==> src/rtl/fifo_ctrl.sv <==
// fifo_ctrl: valid/ready FIFO controller driving an external Memory, with a 2-entry
// first-word-fall-through output stage that hides the Memory read latency.
module fifo_ctrl #(
    parameter int MEM_WIDTH_BYTES = 4,
    parameter int MEM_DEPTH       = 16,
    parameter bit SHOWAHEAD       = 1'b0,
    localparam int W  = MEM_WIDTH_BYTES * 8,
    localparam int AW = $clog2(MEM_DEPTH)
) (
    input  logic          clk,
    input  logic          reset,
    input  logic          in_valid,
    output logic          in_ready,
    input  logic [W-1:0]  in_data,
    output logic          out_valid,
    input  logic          out_ready,
    output logic [W-1:0]  out_data,
    output logic [AW-1:0] mem_write_addr_out,
    output logic          mem_write_out,
    output logic [W-1:0]  mem_data_out,
    output logic [AW-1:0] mem_read_addr_out,
    output logic          mem_read_out,
    input  logic [W-1:0]  mem_data_in,
    output logic [AW+1:0] count_out,
    output logic          full_out,
    output logic          empty_out,
    input  logic          debugen_in
);
    logic [AW:0]   r_wr_ptr;
    logic [AW:0]   r_rd_ptr;
    logic          r_in_flight;
    logic [1:0]    r_stage_cnt;
    logic [W-1:0]  r_stage0;
    logic [W-1:0]  r_stage1;
    logic [AW:0]   w_occ;
    logic          w_push;
    logic          w_pop;
    logic          w_rd_issue;
    logic          w_cap;
    logic [2:0]    w_stage_need;
    logic [1:0]    w_slot;

    assign w_occ        = r_wr_ptr - r_rd_ptr;
    assign full_out     = reset && (w_occ == (AW+1)'(MEM_DEPTH));
    assign in_ready     = reset && !full_out;
    assign w_push       = in_valid && in_ready;
    assign out_valid    = reset && (r_stage_cnt != 2'd0);
    assign w_pop        = out_valid && out_ready;
    // Reserve a stage slot for every word already in flight, net of this cycle's pop.
    assign w_stage_need = {1'b0, r_stage_cnt} + {2'b0, r_in_flight} - {2'b0, w_pop};
    assign w_rd_issue   = reset && (w_occ != '0) && (w_stage_need < 3'd2);
    assign w_cap        = SHOWAHEAD ? w_rd_issue : r_in_flight;
    assign w_slot       = r_stage_cnt - 2'(w_pop);

    assign mem_write_out      = w_push;
    assign mem_write_addr_out = r_wr_ptr[AW-1:0];
    assign mem_data_out       = in_data;
    assign mem_read_out       = w_rd_issue;
    assign mem_read_addr_out  = r_rd_ptr[AW-1:0];
    assign out_data           = r_stage0;
    assign count_out          = reset ? (AW+2)'(w_occ) + (AW+2)'(r_in_flight) + (AW+2)'(r_stage_cnt) : '0;
    assign empty_out          = (count_out == '0);

    always_ff @(posedge clk) begin
        if (!reset) begin
            r_wr_ptr    <= '0;
            r_rd_ptr    <= '0;
            r_in_flight <= 1'b0;
            r_stage_cnt <= 2'd0;
        end else begin
            if (w_push) r_wr_ptr <= r_wr_ptr + 1'b1;
            if (w_rd_issue) r_rd_ptr <= r_rd_ptr + 1'b1;
            r_in_flight <= !SHOWAHEAD && w_rd_issue;
            r_stage_cnt <= r_stage_cnt + 2'(w_cap) - 2'(w_pop);
            // Shift only with two entries so an emptied stage keeps showing the last word.
            if (w_pop && r_stage_cnt == 2'd2) r_stage0 <= r_stage1;
            if (w_cap && w_slot == 2'd0) r_stage0 <= mem_data_in;
            if (w_cap && w_slot == 2'd1) r_stage1 <= mem_data_in;
        end
    end

`ifndef SYNTHESIS
    always_ff @(posedge clk) begin
        if (reset && debugen_in)
            $write("fifo_ctrl push=%0b pop=%0b rd=%0b wr_ptr=%0d rd_ptr=%0d stage=%0d\n",
                   w_push, w_pop, w_rd_issue, r_wr_ptr, r_rd_ptr, r_stage_cnt);
        if (reset)
            assert (!(w_cap && !w_pop && r_stage_cnt == 2'd2))
            else $error("fifo_ctrl: capture into full output stage");
    end
`endif
endmodule

==> config.mk <==
export PLATFORM = sky130hd
export DESIGN_NAME = fifo_ctrl
export DESIGN_NICKNAME = d
export VERILOG_FILES = /design/src/rtl/fifo_ctrl.sv
export SDC_FILE = /design/constraint.sdc
export NUM_CORES = 1
export LEC_CHECK = 0
export ABC_AREA = 1
export BUFFER_PORTS_ARGS = -buffer_cell sky130_fd_sc_hd__buf_2
export CORE_UTILIZATION = 45
export CTS_BUF_LIST = sky130_fd_sc_hd__clkbuf_8
export DETAILED_ROUTE_END_ITERATION = 6
export HOLD_SLACK_MARGIN = 0.08
export PLACE_DENSITY = 0.75
export REMOVE_ABC_BUFFERS = 1
export SYNTH_ARGS = -nofsm -noshare
export SYNTH_HDL_FRONTEND = slang
export SYNTH_SLANG_ARGS = --single-unit
==> constraint.sdc <==
create_clock -name clk -period 7.5 [get_ports clk]
set_input_delay 1.5 -clock clk [delete_from_list [all_inputs] [get_ports clk]]
set_output_delay 1.5 -clock clk [all_outputs]
set_load 0.01 [all_outputs]
# [Word-level counts from Yosys, hierarchy flattened]
# Cells that the tools add are included.
[totals] register_bits=77 in_bits=69 output_inout_bits=84
[classes] addsub=10 magnitude_cmp=1 eq_ne=3 muxes=3 reduce_logical=18
[ops] operator="32-bit two-way mux" n=2
[ops] operator="5-bit by 1-bit adder with 5-bit output (second input constant)" n=2
[ops] operator="1-bit logical AND" n=10
[ops] operator="5-bit by 1-bit adder with 6-bit output" n=1
[ops] operator="6-bit by 2-bit adder with 6-bit output" n=1
[ops] operator="6-bit zero test" n=1
[ops] operator="6-bit two-way mux" n=1
[ops] operator="5-bit == test (second input constant)" n=1
[ops] operator="5-bit nonzero test" n=1
[ops] operator="5-bit subtractor" n=1
[ops] operator="2-bit AND reduction" n=2
[ops] operator="2-bit nonzero test" n=2
[ops] operator="2-bit by 1-bit subtractor with 2-bit output" n=2
[ops] operator="2-bit by 1-bit adder with 3-bit output" n=1
[ops] operator="3-bit by 2-bit less-than comparator with 1-bit output (second input constant)" n=1
[ops] operator="3-bit by 1-bit subtractor with 3-bit output" n=1
[ops] operator="2-bit by 1-bit adder with 2-bit output" n=1
[ops] operator="2-bit by 1-bit == test with 1-bit output (second input constant)" n=1
[ops] operator="2-bit == test (second input constant)" n=1
[ops] operator="2-bit zero test" n=1
[ops] operator="1-bit zero test" n=1

# [Logic depth before layout (Yosys ltp)]
[depth] word_depth=8 mapped_depth=15 depth_no_buf=15

# [Worst setup path before layout]
# No wires, ideal clock.
[synth_path] path_type="input to register" start="input reset" end="register r_stage1[0], enable pin" setup_time_ns=0.502 arrival_time_ns=5.704 path_slack_ns=1.295 stages=7 path_buffers=0 path_cell_list="inv_1 a21oi_1 and2_1 ha_1 inv_1 ha_1 nor4_1"
[synth_via] elab_chain_cells=6
[synth_lines] item="from (decl)" line="11" rtl="input logic reset,"
[synth_lines] item="1-bit logical AND" line="47" rtl="assign out_valid = reset && (r_stage_cnt != 2'd0);"
[synth_lines] item="via out_valid" line="15" rtl="output logic out_valid,"
[synth_lines] item="1-bit logical AND" line="48" rtl="assign w_pop = out_valid && out_ready;"
[synth_lines] item="2-bit by 1-bit subtractor with 2-bit output" line="53" rtl="assign w_slot = r_stage_cnt - 2'(w_pop);"
[synth_lines] item="2-bit by 1-bit == test with 1-bit output" line="78" rtl="if (w_cap && w_slot == 2'd1) r_stage1 <= mem_data_in;"
[synth_lines] item="1-bit logical AND" line="78"
[synth_lines] item="2-bit AND reduction (no line)"
[synth_lines] item="to (signal assigned)" line="78"
[synth_lines] item="to (decl)" line="34" rtl="logic [W-1:0] r_stage1;"
# The timed path passes the listed nets, and every way through them passes these cells.
# A chain may end at the register's enable or synchronous reset.

# [Worst setup path in the final report]
[layout_path] start="input reset" end="output mem_read_out"
[layout_via] elab_chain_cells=5
[layout_lines] item="1-bit logical AND" line="47"
[layout_lines] item="1-bit logical AND" line="48"
[layout_lines] item="3-bit by 1-bit subtractor with 3-bit output" line="50" rtl="assign w_stage_need = {1'b0, r_stage_cnt} + {2'b0, r_in_flight} - {2'b0, w_pop};"
[layout_lines] item="via w_stage_need[1]" line="40" rtl="logic [2:0] w_stage_need;"
[layout_lines] item="3-bit by 2-bit less-than comparator with 1-bit output" line="51" rtl="assign w_rd_issue = reset && (w_occ != '0) && (w_stage_need < 3'd2);"
[layout_lines] item="1-bit logical AND" line="51"
[layout_lines] item="to (decl)" line="22" rtl="output logic mem_read_out,"
# The timed path passes the listed nets, and every way through them passes these cells.

==> impl_metrics.toml <==
[route]
routed_wl_um = 7967
viasPerCell = 4.971
drtPass1Iterations = 4
first_iter_violations = 67
wl_per_cell_um = 16.43
postRouteAntennaNets = 0
route.detailed.drc = 0
num_vias = 2411

[worst_setup_path]
worst-path-max-fanout = 20
cp.arrival_ns = 4.11
crit_required_ns = 6.00
ff2ff_path_depth = 10
r2r_setup_slack_ns = 4.28
crit_top_cell = "inv_1"
cp-end-kind = "primary output"
slowest_stage = "fa_1"
cp_cell_sequence = "buf_2 -> inv_1 -> a21oi_1 -> and2_1 -> ha_1 -> inv_1 -> ha_1 -> fa_1 -> nor2_1 -> nand2_1 -> inv_1 -> nand3_4 -> inv_1 -> buf_2"
max_stage_delay_ns = 0.43
r2r_end = "out_data[24]"
timing.rr.start = "r_stage_cnt[1]"
crit_type = "in2out"
startpoint_type = "primary input"

[synthesis]
syn_avg_cell_area_um2 = 11.89
synth_top_area_cell = "edfxtp_1"
yosys-top-cells-count = "edfxtp_1, nand2_1, buf_4"
synth_edf_count = 64
ys_warn_count = 0
synth_most_common_cell = "edfxtp_1"
ys_ff_latch = 77
synth_area_um2 = 3806
synth_cell_types = 29
netlist_instances = 320
synth_ff_type = "edfxtp_1"
synth.top_cell.area_share_pct = 50.49
async_flop_share_pct = 0
yosysSeqAreaShare_pct = 57.33
synth_area_leaders = "edfxtp_1, mux2_2, buf_4"

[timing]
setup_ws_ns = 1.891
rsz0062_at_grt = "no"
tightest_slew_ns = 1.061
fmax_ghz = 0.1783
final_max_slew_viol_count = 0
slew_headroom_pct = 29.14
finalHoldViolations = 0
fin_skew_ns = 0.01051
setup_tns_ns = 0
period_minus_slack_ns = 5.609
fin_crit_sh_pct = 74.79
setup_viol = 0

[placement]
placed_cell_area_um2 = 4075
dp_worst_setup_slack_ns = 1.898
port_buffers = 87
dp_hpwl_um = 5771
place_congestion = 0.8311

[grt]
overflow = 0
grt_max_degree = 34
grt_use_total_pct = 18.94
grt_pass1_wl_um = 12050
antenna_found_initial = 0
grt_pass1_vias = 2229

[hold_path]
hold_path_startpoint = "r_rd_ptr[1]"
worstHoldEndpoint = "r_rd_ptr[1]"
holdPathStages = 2
hold_path.class = "reg2reg"

[pwr]
p_sw_mw = 0.5220
power_frac_seq_pct = 39.8
power_mw = 1.466
cellPowerDensity_nw_per_um2 = 342.8
p_leak_nw = 1.863
clock_power_share_pct = 21.3
intPower_mw = 0.9438
max-vdd-ir-drop_mv = 0.1457
p_comb_share_pct = 38.9
p_sw_share_pct = 35.61

[clock_tree]
cts_setup_buffers = 0
hold_buffers = 0
cts_resized = 0
clkTransAtPathRegs_ns = 0.08
htree_levels = 3
tritoncts = "done"
cts_buffers = 9
clk_latency_ns = 0.35
clock-sinks = 77
clockBufferDepth = 2
clock-root-buffer = "clkbuf_8"

[floorplan]
die_area_um2 = 8829
io_pins = 153
die_h_um = 93.97
start_util_pct = 46.32
die-width_um = 93.97
core_um2 = 8217
num_rows = 33

[job]
maxCapViolCount = 0

[final_layout]
final_cell_area_um2 = 4275
nFillCells = 724
drive_gt1_share_pct = 40.26
area_growth_syn_to_layout_pct = 12.33
fin_util_pct = 52.03
antenna_cells = 0
num-nets-final = 458

[outcome]
status = "complete, no violations"
==> cells by family after synthesis <==
family	synth area share (%)
adders and majority gates	5.391
muxes	9.468
AOI/OAI and AO/OA	1.183
DFF	57.33
xor gates and xnor gates	0.6576
buffers and inverters	12.43
and+or+nand+nor	13.54
==> layout make-up <==
class	instances	area, um^2	share of cell area, %
clock buffers	9	123.9	2.897
clock inverters	7	76.32	1.785
flip-flops and latches	77	2182	51.04
multi-input cells	160	1169	27.33
repair buffers	89	450.4	10.54
well taps	105	131.4	3.073
inverters	38	142.6	3.336
==> metal layers <==
metal / share of wire (%) / track usage, % / up-vias
li1: - / - / 1145
met1: 43 / 23.35 / 1130
met2: 42 / 25.91 / 127
met3: 14 / 12.46 / 9
met4: 1.1 / 6.923 / 0
met5: 0 / 3.205 / -
==> cell usage in the layout, fill, tap and decap left out, drive strengths merged <==
cell       n
xor2       1
nand4      3
clkbuf     9
nor4       2
ha        10
nor2      25
fa         4
nand3     21
and2       2
buf       89
clkinv     3
nand2     49
or2        1
dfxtp     13
edfxtp    64
a21oi      8
xnor2      1
mux2      32
bufinv     1
o21ai      1
inv       40
clkinvlp   1
==> worst max path at each step <==
| stage | from | end | cells past startpoint |
|---|---|---|---|
| 4_1_cts | reset | mem_read_out | 14 |
| 3_3_place_gp | reset | mem_read_out | 14 |
| 6_report | reset | mem_read_out | 14 |
| 3_5_place_dp | reset | mem_read_out | 14 |
| 2_1_floorplan | reset | r_stage1[0] | 7 |
| 5_1_grt | reset | mem_read_out | 14 |
==> critical path: cells and delay by family <==
kind / cells / cell delay (ns)
adders and majority gates: 3 / 0.84
buffers and inverters: 6 / 1.05
AOI/OAI and AO/OA: 1 / 0.22
and+or+nand+nor: 4 / 0.49
==> power groups by stage <==
stage	Clock, mW	Combinational, mW	Sequential (mW)
2_1_floorplan	0	0.389	0.611
3_3_place_gp	0	0.558	0.590
3_5_place_dp	0	0.572	0.593
4_1_cts	0.322	0.575	0.583
5_1_grt	0.336	0.636	0.590
6_report	0.312	0.570	0.583
==> through the flow <==
step                      instances  hold WS (ns)
after global placement          469        0.5036
after detailed placement        469        0.5174
after CTS                       485        0.5330
after global routing            485        0.5631
final                           485        0.5345
after floorplan                 275        0.5200
==> registers in the layout, summed over array words and instances, names as in the netlist <==
| signal | count |
|---|---|
| r_stage_cnt | 2 |
| r_rd_ptr | 5 |
| r_stage1 | 32 |
| r_wr_ptr | 5 |
| out_data | 32 |
| r_in_flight | 1 |
No activity file was read; power rests on OpenSTA's default activity.
